==> config.mk <==
export PLATFORM = sky130hd
export DESIGN_NAME = if_fetch_ctrl
export DESIGN_NICKNAME = d
export VERILOG_FILES = /design/src/rtl/if_fetch_ctrl.sv
export SDC_FILE = /design/constraint.sdc
export NUM_CORES = 1
export LEC_CHECK = 0
export CAP_MARGIN = 10
export CORE_UTILIZATION = 40
export CTS_BUF_LIST = sky130_fd_sc_hd__clkbuf_4 sky130_fd_sc_hd__clkbuf_8 sky130_fd_sc_hd__clkbuf_16
export CTS_CLUSTER_SIZE = 28
export DETAILED_ROUTE_END_ITERATION = 8
export PLACE_DENSITY = 0.83
export RECOVER_POWER = 25
export SKIP_LAST_GASP = 1
export SLEW_MARGIN = 30
export SYNTH_ARGS = -nofsm -noshare
export SYNTH_HDL_FRONTEND = slang
export SYNTH_SLANG_ARGS = --single-unit
==> constraint.sdc <==
create_clock -name clk -period 4.5 [get_ports clk]
set_input_delay 0.45 -clock clk [delete_from_list [all_inputs] [get_ports clk]]
set_output_delay 0.45 -clock clk [all_outputs]
set_load 0.05 [all_outputs]
==> src/rtl/if_fetch_ctrl.sv <==
// Instruction-fetch controller: owns the PC, drives IM, and handles stall, redirect and HLT drain.
// Optional PC_BOUNDS_CHK_EN halts fetch with fetch_err when the PC leaves IM's address range.
module if_fetch_ctrl #(
  parameter int unsigned          ADDR_W     = 16,
  parameter int unsigned          INSTR_W    = 17,
  parameter logic [ADDR_W-1:0]    RESET_PC   = '0,
  parameter int unsigned          IMEM_DEPTH = 2048,
  parameter logic [4:0]           HLT_OP     = 5'b11111,
  parameter logic [INSTR_W-1:0]   NOP_INSTR  = '0
) (
  input  logic               clk,
  input  logic               rst,
  input  logic               stall_IF,
  input  logic               br_taken,
  input  logic [ADDR_W-1:0]  br_target,
  input  logic [INSTR_W-1:0] instr_IM,
  output logic [ADDR_W-1:0]  addr,
  output logic               rd_en,
  output logic [INSTR_W-1:0] instr_IF,
  output logic [ADDR_W-1:0]  pc_IF,
  output logic [ADDR_W-1:0]  pc_inc_IF,
  output logic               vld_IF,
  output logic               halted,
  output logic               fetch_err
);

  typedef enum logic [1:0] {StRun, StDrain, StHalt} state_e;

  if (IMEM_DEPTH == 0 || IMEM_DEPTH > (2 ** ADDR_W)) begin : gen_depth_chk
    $error("IMEM_DEPTH must be in 1..2**ADDR_W");
  end

  state_e             state_q, state_d;
  logic [ADDR_W-1:0]  pc_q, pc_d;
  logic [1:0]         drain_cnt_q, drain_cnt_d;
  logic               halted_q, halted_d;
  logic               oob;
  logic               run;
  logic               is_hlt;

`ifdef PC_BOUNDS_CHK_EN
  logic fetch_err_q, fetch_err_d;
  assign oob       = (32'(pc_q) >= IMEM_DEPTH);
  assign fetch_err = fetch_err_q;
`else
  assign oob       = 1'b0;
  assign fetch_err = 1'b0;
`endif

  assign run       = (state_q == StRun);
  assign addr      = pc_q;
  assign pc_IF     = pc_q;
  assign pc_inc_IF = pc_q + ADDR_W'(1);
  // Reset forces a read so IM presents RESET_PC's word as soon as rst drops.
  assign rd_en     = rst | (run & ~stall_IF & ~oob);
  assign vld_IF    = run & ~br_taken & ~rst & ~oob;
  assign instr_IF  = vld_IF ? instr_IM : NOP_INSTR;
  assign halted    = halted_q;
  assign is_hlt    = vld_IF && (instr_IM[15:11] == HLT_OP);

  always_comb begin
    state_d     = state_q;
    pc_d        = pc_q;
    drain_cnt_d = drain_cnt_q;
    halted_d    = halted_q;
`ifdef PC_BOUNDS_CHK_EN
    fetch_err_d = fetch_err_q;
`endif
    unique case (state_q)
      StRun: begin
        if (br_taken) begin
          pc_d = br_target;
        end else if (oob) begin
          state_d  = StHalt;
          halted_d = 1'b1;
`ifdef PC_BOUNDS_CHK_EN
          fetch_err_d = 1'b1;
`endif
        end else if (!stall_IF) begin
          if (is_hlt) begin
            state_d     = StDrain;
            drain_cnt_d = 2'd2;
          end else begin
            pc_d = pc_inc_IF;
          end
        end
      end
      StDrain: begin
        // HLT was speculative until older instructions resolve; a redirect revives fetch.
        if (br_taken) begin
          pc_d        = br_target;
          state_d     = StRun;
          drain_cnt_d = 2'd0;
        end else if (!stall_IF) begin
          if (drain_cnt_q == 2'd1) begin
            state_d     = StHalt;
            halted_d    = 1'b1;
            drain_cnt_d = 2'd0;
          end else begin
            drain_cnt_d = drain_cnt_q - 2'd1;
          end
        end
      end
      StHalt: begin
      end
      default: begin
        state_d = StHalt;
      end
    endcase
  end

  always_ff @(posedge clk or posedge rst) begin
    if (rst) begin
      state_q     <= StRun;
      pc_q        <= RESET_PC;
      drain_cnt_q <= 2'd0;
      halted_q    <= 1'b0;
    end else begin
      state_q     <= state_d;
      pc_q        <= pc_d;
      drain_cnt_q <= drain_cnt_d;
      halted_q    <= halted_d;
    end
  end

`ifdef PC_BOUNDS_CHK_EN
  always_ff @(posedge clk or posedge rst) begin
    if (rst) begin
      fetch_err_q <= 1'b0;
    end else begin
      fetch_err_q <= fetch_err_d;
    end
  end
`endif

endmodule

# Yosys cells after proc, flatten, opt, wreduce, memory -nomap -nowiden
# Cells that the tools add are included.
dict set report totals {
  register_bits 21
  input_bits 37
  out_inout_bits 69
  elab_cells 53
}
dict set report classes {
  add_sub_neg 2
  n_eq_ne 12
  muxes 20
  bitwise 8
  n_reduce_logical 7
}
# cell count
set op_table {}
lappend op_table {{$mux W16} 4}
lappend op_table {{$pmux W16 S2} 1}
lappend op_table {{$mux W2} 12}
lappend op_table {{$mux W17} 1}
lappend op_table {{$add A16 B1 Y16 const B} 1}
lappend op_table {{$ne A3 B3 Y1 const B} 4}
lappend op_table {{$reduce_and A4 Y1} 2}
lappend op_table {{$ne A2 B2 Y1 const B} 3}
lappend op_table {{$pmux W2 S3} 1}
lappend op_table {{$reduce_and A6 Y1} 1}
lappend op_table {{$eq A5 B5 Y1 const B} 1}
lappend op_table {{$reduce_and A5 Y1} 1}
lappend op_table {{$eq A2 B1 Y1 const B} 2}
lappend op_table {{$not A1 Y1} 4}
lappend op_table {{$pmux W2 S2} 1}
lappend op_table {{$and A1 B1 Y1} 3}
lappend op_table {{$eq A2 B2 Y1 const B} 1}
lappend op_table {{$logic_not A2 Y1} 1}
lappend op_table {{$ne A2 B1 Y1 const B} 1}
lappend op_table {{$reduce_bool A2 Y1} 1}
lappend op_table {{$sub A2 B1 Y2 const B} 1}
lappend op_table {{$logic_and A1 B1 Y1} 1}
lappend op_table {{$or A1 B1 Y1} 1}

# Longest topological paths before layout
# Gate-level depths: netlist (run 1).
dict set report depth {
  word_depth 8
  ltp_mapped 7
  depth_no_buf 5
}

# Worst setup path after synthesis (run 1)
# No wires, ideal clock.
dict set report synth_path {
  path_kind {in2out}
  start {input port br_taken}
  end {output port instr_IF[10]}
  t_arrival_ns 2.328
  required_ns 4.050
  setup_slack_ns 1.722
  path_stages 5
  n_path_buf 2
  cell_sequence {or4_4 buf_6 inv_1 clkbuf_1 and2_1}
}
dict set report synth_via {
  elab_chain_len 4
}
# element line_no
set synth_lines {}
lappend synth_lines {{start: declaration} 14} ;# input logic br_taken,
lappend synth_lines {{$not A1 Y1 (no source line)} n/a}
lappend synth_lines {{$and A1 B1 Y1 (2 in series)} 56} ;# assign vld_IF = run & ~br_taken & ~rst & ~oob;
lappend synth_lines {{named net vld_IF} 22} ;# output logic vld_IF,
lappend synth_lines {{$mux W17} 57} ;# assign instr_IF = vld_IF ? instr_IM : NOP_INSTR;
lappend synth_lines {{end: declaration} 19} ;# output logic [INSTR_W-1:0] instr_IF,
# The timed path passes the listed nets, and every way through them passes these cells.

# Worst setup path in the final report (run 1)
dict set report layout_path {
  start {input port br_taken}
  end {output port instr_IF[4]}
}
dict set report layout_via {
  elab_chain_len 4
}
# element line_no
set layout_lines {}
lappend layout_lines {{$not A1 Y1 (no source line)} n/a}
lappend layout_lines {{$and A1 B1 Y1 (2 in series)} 56}
lappend layout_lines {{$mux W17} 57}
# No other way between the ends.

==> results_dict.tcl, run 1 <==
set metrics [dict create \
    status "finished, final reports clean" \
    io_pins 106 \
    clk_latency_ns 0.26 \
    tns_ns 0 \
    end_kind "output port" \
    start_util_pct 42.5 \
    maxCapViolations 0 \
    place_congestion 0.794 \
    core_sq_um 4060 \
    avgSynthCellArea_sq_um 8.49 \
    vias 1827 \
    critPathKind "input port to output port" \
    synth.top_cell.area_share_pct 30.5 \
    routed_wl_um 5300 \
    stdcell_count 337 \
    hold_viol_final 0 \
    vias_per_cell 5.42 \
    grt_max_degree 23 \
    yosysWarnings 0 \
    setup_viol 0 \
    hold-path-endpoint "halted" \
    critPathArrivalTime_ns 3.15 \
    synth-main-ff-cell "dfrtp_1" \
    grt_pass1_vias 1742 \
    r2r_start "state_q[0]" \
    cts.clk_slew.worst_paths_ns 0.08 \
    multiInputGateArea_sq_um 940 \
    numClockSinks 21 \
    ff2ff_path_depth 4 \
    worstPathMaxFanout 17 \
    hold_path.startpoint "halted" \
    irDropWorstVdd_mv 0.328 \
    yosys-top-cells-count "21 x dfrtp_1, 17 x buf_4, 16 x and2_1, 16 x inv_1" \
    synth_seq_cells 21 \
    slew_viol_final 0 \
    cts_made_buffers 3 \
    min_path_cells 1 \
    htree_levels 1 \
    drc 0 \
    synth-edff-count 0 \
    cts_tree "done" \
    fp.dieH_um 67.7 \
    die_x_um 67.7 \
    clk_path_buf_depth 2 \
    clockRootBuffer "clkbuf_8" \
    wl_per_cell_um 15.7 \
    fin_nets 327 \
    place_area_sq_um 2650 \
    netlist_instances 203 \
    rows 23 \
    drt-initial-drc-count 109 \
    design_area_sq_um 2690 \
    grt_util_all_layers_pct 24.4 \
    reg2reg_slack_ns 2.16 \
    first_pass_iters 4 \
    nFillCells 365 \
    async_reset_ff_share_pct 100 \
    hold_buffers 0 \
    worst_pin_slew_ns 1.22 \
    place_hpwl_um 3920 \
    seq_area_frac_synth_pct 30.5 \
    slew_headroom_pct 18.5 \
    hold_slack_ns 0.468 \
    ys_types 43 \
    cp.required_ns 4.05 \
    yosys.area.top_type "dfrtp_1" \
    rsz0062_at_grt "false" \
    hp-class "flip-flop to flip-flop" \
    powerDensity_nw_per_um2 403 \
    drive_gt1_share_pct 3.83 \
    finalCritPeriodShare_pct 79.9 \
    worstReg2RegEnd "addr[5]" \
    critPathLaunchType "input port" \
    n_antenna_cell 0 \
    ant_nets 0 \
    areaGrowthSynthToFinish_pct 56.2 \
    antenna_found_initial 0 \
    dp.cells 333 \
    grt_overflow_total 0 \
    synth.most_common_cell "dfrtp_1" \
    seqCellArea_sq_um 526 \
    port-buffer-count 104 \
    timing.fmax_mhz 278 \
    dieArea_sq_um 4580 \
    synth_fp_nets 242 \
    worst_clock_skew_ns 0.00501 \
    synth_area_leaders "dfrtp_1 30%, buf_4 7.4%, and2_1 5.8%" \
    post_cts_resized 0 \
    period_minus_slack_ns 3.60 \
    power_leakage_nw 1.08 \
    grt_first_pass_wirelength_um 8330 \
    cts_setup_buffers 0 \
    synth_area_sq_um 1720 \
    p_total_mw 1.09 \
]
-- worst max path at each step --
stage / from / endpoint / slack (ns) / depth (start not counted)
6_report: br_taken / instr_IF[4] / 0.90 / 5
5_1_grt: br_taken / instr_IF[4] / 0.82 / 5
4_1_cts: br_taken / instr_IF[4] / 1.15 / 5
3_5_place_dp: br_taken / instr_IF[4] / 1.16 / 5
3_3_place_gp: br_taken / instr_IF[8] / 1.22 / 5
2_1_floorplan: br_taken / instr_IF[10] / 1.72 / 5
-- report_power, final --
part | switching [mW] | leakage [nW] | internal [mW]
clock | 0.0642 | 0.0262 | 0.0692
combinational | 0.449 | 0.808 | 0.235
sequential | 0.0499 | 0.250 | 0.217
total | 0.564 | 1.08 | 0.522
-- layout make-up --
cell class / count / area share [%]
timing repair buffer: 106 / 39.1
multi-input combinational: 139 / 34.9
sequential: 21 / 19.5
inverter: 17 / 2.37
tap: 50 / 2.32
clock buffer: 4 / 1.81
-- registers in the layout, summed over array words and instances (netlist names) --
name         count
addr            16
state_q          2
halted           1
drain_cnt_q      2
-- routing by layer --
| layer | vias to the layer above | track usage, % | routed length, um |
|---|---|---|---|
| met5 | - | 0 | 0 |
| li1 | 875 | - | - |
| met2 | 69 | 41.6 | 2610 |
| met4 | 0 | 5.59 | 68 |
| met3 | 6 | 5.74 | 345 |
| met1 | 877 | 30.9 | 2280 |
-- worst max-delay path, stage by stage --
cell and delay [ns]:
dlygate4sd3_1 0.61, or4_1 0.69, inv_1 0.36, and2_1 0.20, clkdlybuf4s50_1 0.83
-- cells in the final DEF, fill, tap and decap left out, types with 2 or more instances in the layout --
cell / synthesis / final
o22a_1: 2 / 2
a2bb2oi_2: 2 / 2
nor2_1: 5 / 5
a2bb2oi_1: 3 / 3
xor2_1: 5 / 5
nor3_1: 2 / 2
o22ai_1: 3 / 3
clkbuf_8: 0 / 3
nand4_1: 5 / 5
o21ai_1: 2 / 2
xnor2_1: 9 / 9
mux2i_1: 3 / 3
a31oi_1: 6 / 6
o21ai_0: 6 / 6
nand3_1: 12 / 12
o21a_1: 3 / 3
and3_1: 3 / 3
or4_1: 1 / 2
ha_1: 2 / 2
nor4_1: 6 / 6
dlygate4sd3_1: 0 / 5
and2_1: 16 / 16
inv_1: 16 / 16
clkdlybuf4s50_1: 0 / 99
dfrtp_1: 21 / 21
a21oi_1: 12 / 12
o211ai_1: 5 / 5
nand2_1: 11 / 11
o31a_1: 2 / 2
-- metrics by stage --
step	setup WS, ns	util [%]
detailed placement	1.16	65.3
finish	0.903	66.4
CTS	1.15	66.5
floorplan	1.72	-
global route	0.819	66.4
global placement	1.22	65.3
-- cell families after synthesis --
kind of cell	after synthesis	share of synthesized area, %
AND/OR/NAND/NOR	64	20.2
AO/OA/AOI/OAI	55	24.0
buffers and inverters	43	14.8
flip-flops	21	30.5
XOR/XNOR	14	7.11
multiplexers	3	1.74
adder cells (fa/ha/maj)	2	1.45
other	1	0.217
Power figures use the tool's default switching activity.
==> inputs of run 2 (changes only) <==
--- a/config.mk
+++ b/config.mk
@@ -6,11 +6,11 @@
 export NUM_CORES = 1
 export LEC_CHECK = 0
 export CAP_MARGIN = 10
-export CORE_UTILIZATION = 40
+export CORE_UTILIZATION = 34
 export CTS_BUF_LIST = sky130_fd_sc_hd__clkbuf_4 sky130_fd_sc_hd__clkbuf_8 sky130_fd_sc_hd__clkbuf_16
 export CTS_CLUSTER_SIZE = 28
 export DETAILED_ROUTE_END_ITERATION = 8
-export PLACE_DENSITY = 0.83
+export PLACE_DENSITY = 0.75
 export RECOVER_POWER = 25
 export SKIP_LAST_GASP = 1
 export SLEW_MARGIN = 30
==> constraint.sdc (replaced) <==
create_clock -name clk -period 3.18 [get_ports clk]
set_input_delay 0.318 -clock clk [delete_from_list [all_inputs] [get_ports clk]]
set_output_delay 0.318 -clock clk [all_outputs]
set_load 0.05 [all_outputs]
==> run 2 against run 1 <==
  * Power rose by 42%
  * Cell count rose by 5.3%
  * Flip-flop and latch count did not move
  * Sequential power rose by 41%
  * Largest power group unchanged
  * Highest routed layer unchanged
==> results_dict.tcl, run 2 (synthesized netlist as in run 1, its figures left out) <==
set metrics [dict create \
    nFillCells 433 \
    slew_viol_final 0 \
    max_stage_delay_ns 0.83 \
    start_util_pct 36.0 \
    irDropWorstVdd_mv 0.471 \
    end_kind "output port" \
    hold_slack_ns 0.508 \
    cts.clk_slew.worst_paths_ns 0.08 \
    powerDensity_nw_per_um2 573 \
    place_hpwl_um 3840 \
    largest_register_ffs 16 \
    power_leakage_nw 1.12 \
    dieArea_sq_um 5360 \
    drt-initial-drc-count 110 \
    mostFrequentLayoutCells "81 x clkdlybuf4s50_1, 21 x dfrtp_1, 19 x buf_4, 16 x inv_1, 16 x and2_1" \
    critPathLaunchType "flip-flop" \
    n_antenna_cell 0 \
    cp_top_family "buffers and inverters" \
    rsz0062_at_grt "true" \
    post_cts_resized 0 \
    hp-class "flip-flop to flip-flop" \
    grt_pass1_vias 1723 \
    cp.required_ns 2.86 \
    hold_viol_final 0 \
    first_pass_iters 4 \
    worst_pin_slew_ns 1.15 \
    dp.cells 351 \
    numClockSinks 21 \
    vias 1795 \
    clk_path_buf_depth 2 \
    critPathKind "flip-flop to output port" \
    vias_per_cell 5.06 \
    status "finished, final reports clean" \
    path_cells "ha_1 > nand3_1 > nor4_1 > xnor2_1 > clkdlybuf4s50_1" \
    routed_wl_um 5110 \
    design_area_sq_um 2680 \
    stdcell_count 355 \
    place_congestion 0.789 \
    grt_first_pass_wirelength_um 8380 \
    maxCapViolations 0 \
    core_sq_um 4790 \
    die_x_um 73.2 \
    hold_buffers 0 \
    cts_tree "done" \
    clockRootBuffer "clkbuf_8" \
    path_buf_inv 1 \
    timing.fmax_mhz 324 \
    wl_per_cell_um 14.4 \
    worstPathMaxFanout 6 \
    critPathArrivalTime_ns 2.77 \
    cts_setup_buffers 0 \
    fin_nets 328 \
    period_minus_slack_ns 3.09 \
    ant_nets 0 \
    grt_util_all_layers_pct 20.2 \
    clk_latency_ns 0.27 \
    io_pins 106 \
    drc 0 \
    htree_levels 1 \
    critPathSlowestCell "clkdlybuf4s50_1" \
    final_common_cell "clkdlybuf4s50_1" \
    drive_gt1_share_pct 10.4 \
    areaGrowthSynthToFinish_pct 55.6 \
    utilization_pct 56.1 \
    fp.dieH_um 73.2 \
    place_area_sq_um 2640 \
    worst_clock_skew_ns 0.00640 \
    p_total_mw 1.54 \
    antenna_found_initial 0 \
    rows 25 \
    grt_max_degree 22 \
    slew_headroom_pct 23.3 \
    finalCritPeriodShare_pct 97.0 \
    setup_viol 0 \
    cts_made_buffers 3 \
    grt_overflow_total 0 \
    port-buffer-count 104 \
]
==> run 2: changes by cell type in the layout (fill, tap and decap cells not counted) <==
| cell | previous run | this run |
|---|---|---|
| or4_4 | 0 | 1 |
| or4_1 | 2 | 1 |
| dlygate4sd3_1 | 5 | 6 |
| clkdlybuf4s50_1 | 99 | 81 |
| buf_4 | 1 | 19 |
==> run 2: path summary, 6_finish.rpt <==
kind | slack, ns | to | cells past startpoint | from
worst max-delay path | 0.09 | pc_inc_IF[14] | 5 | addr[1]
worst min-delay path | 0.51 | halted | 1 | halted
worst max register to register | 1.23 | addr[12] | 5 | addr[1]
worst min register to register | 0.51 | halted | 1 | halted
max in group asynchronous | 1.59 | addr[12] | 3 | rst
min in group asynchronous | 0.91 | addr[4] | 3 | rst
==> run 2: area by class of cell <==
class	instances	area, sq um	area share, %
Clock buffer	4	48.8	1.82
Inverter	17	63.8	2.38
Multi-Input combinational cell	139	943	35.2
Sequential cell	21	526	19.6
Tap cell	67	83.8	3.13
Timing Repair Buffer	107	1020	37.9
==> run 2: where the power goes <==
part           internal (mW)  leakage (nW)  switching [mW]  total [mW]
Combinational          0.332         0.847           0.639       0.971
Clock                 0.0980        0.0262          0.0902       0.188
Sequential             0.307         0.250          0.0696       0.377
==> run 2: metal layers <==
layer / GRT usage (%) / vias to the layer above / part of all wire (%)
met5: 0 / - / 0
met4: 3.49 / 0 / 0.37
met3: 5.52 / 2 / 7.9
met2: 34.1 / 68 / 49
met1: 26.1 / 848 / 43
li1: - / 877 / -
==> run 2: stage by stage <==
step	setup TNS (ns)	setup WS, ns
after detailed placement	0	0.416
final	0	0.0942
after global routing	-0.173	-0.0980
after global placement	0	0.477
after floorplan	0	0.553
after CTS	0	0.105
==> run 2: worst reg2reg max path, stage by stage (launching register included) <==
cell       delay [ns]
dfrtp_1          0.45
ha_1             0.24
nand3_1          0.19
nor4_1           0.62
a31oi_1          0.19
a2bb2oi_2        0.15
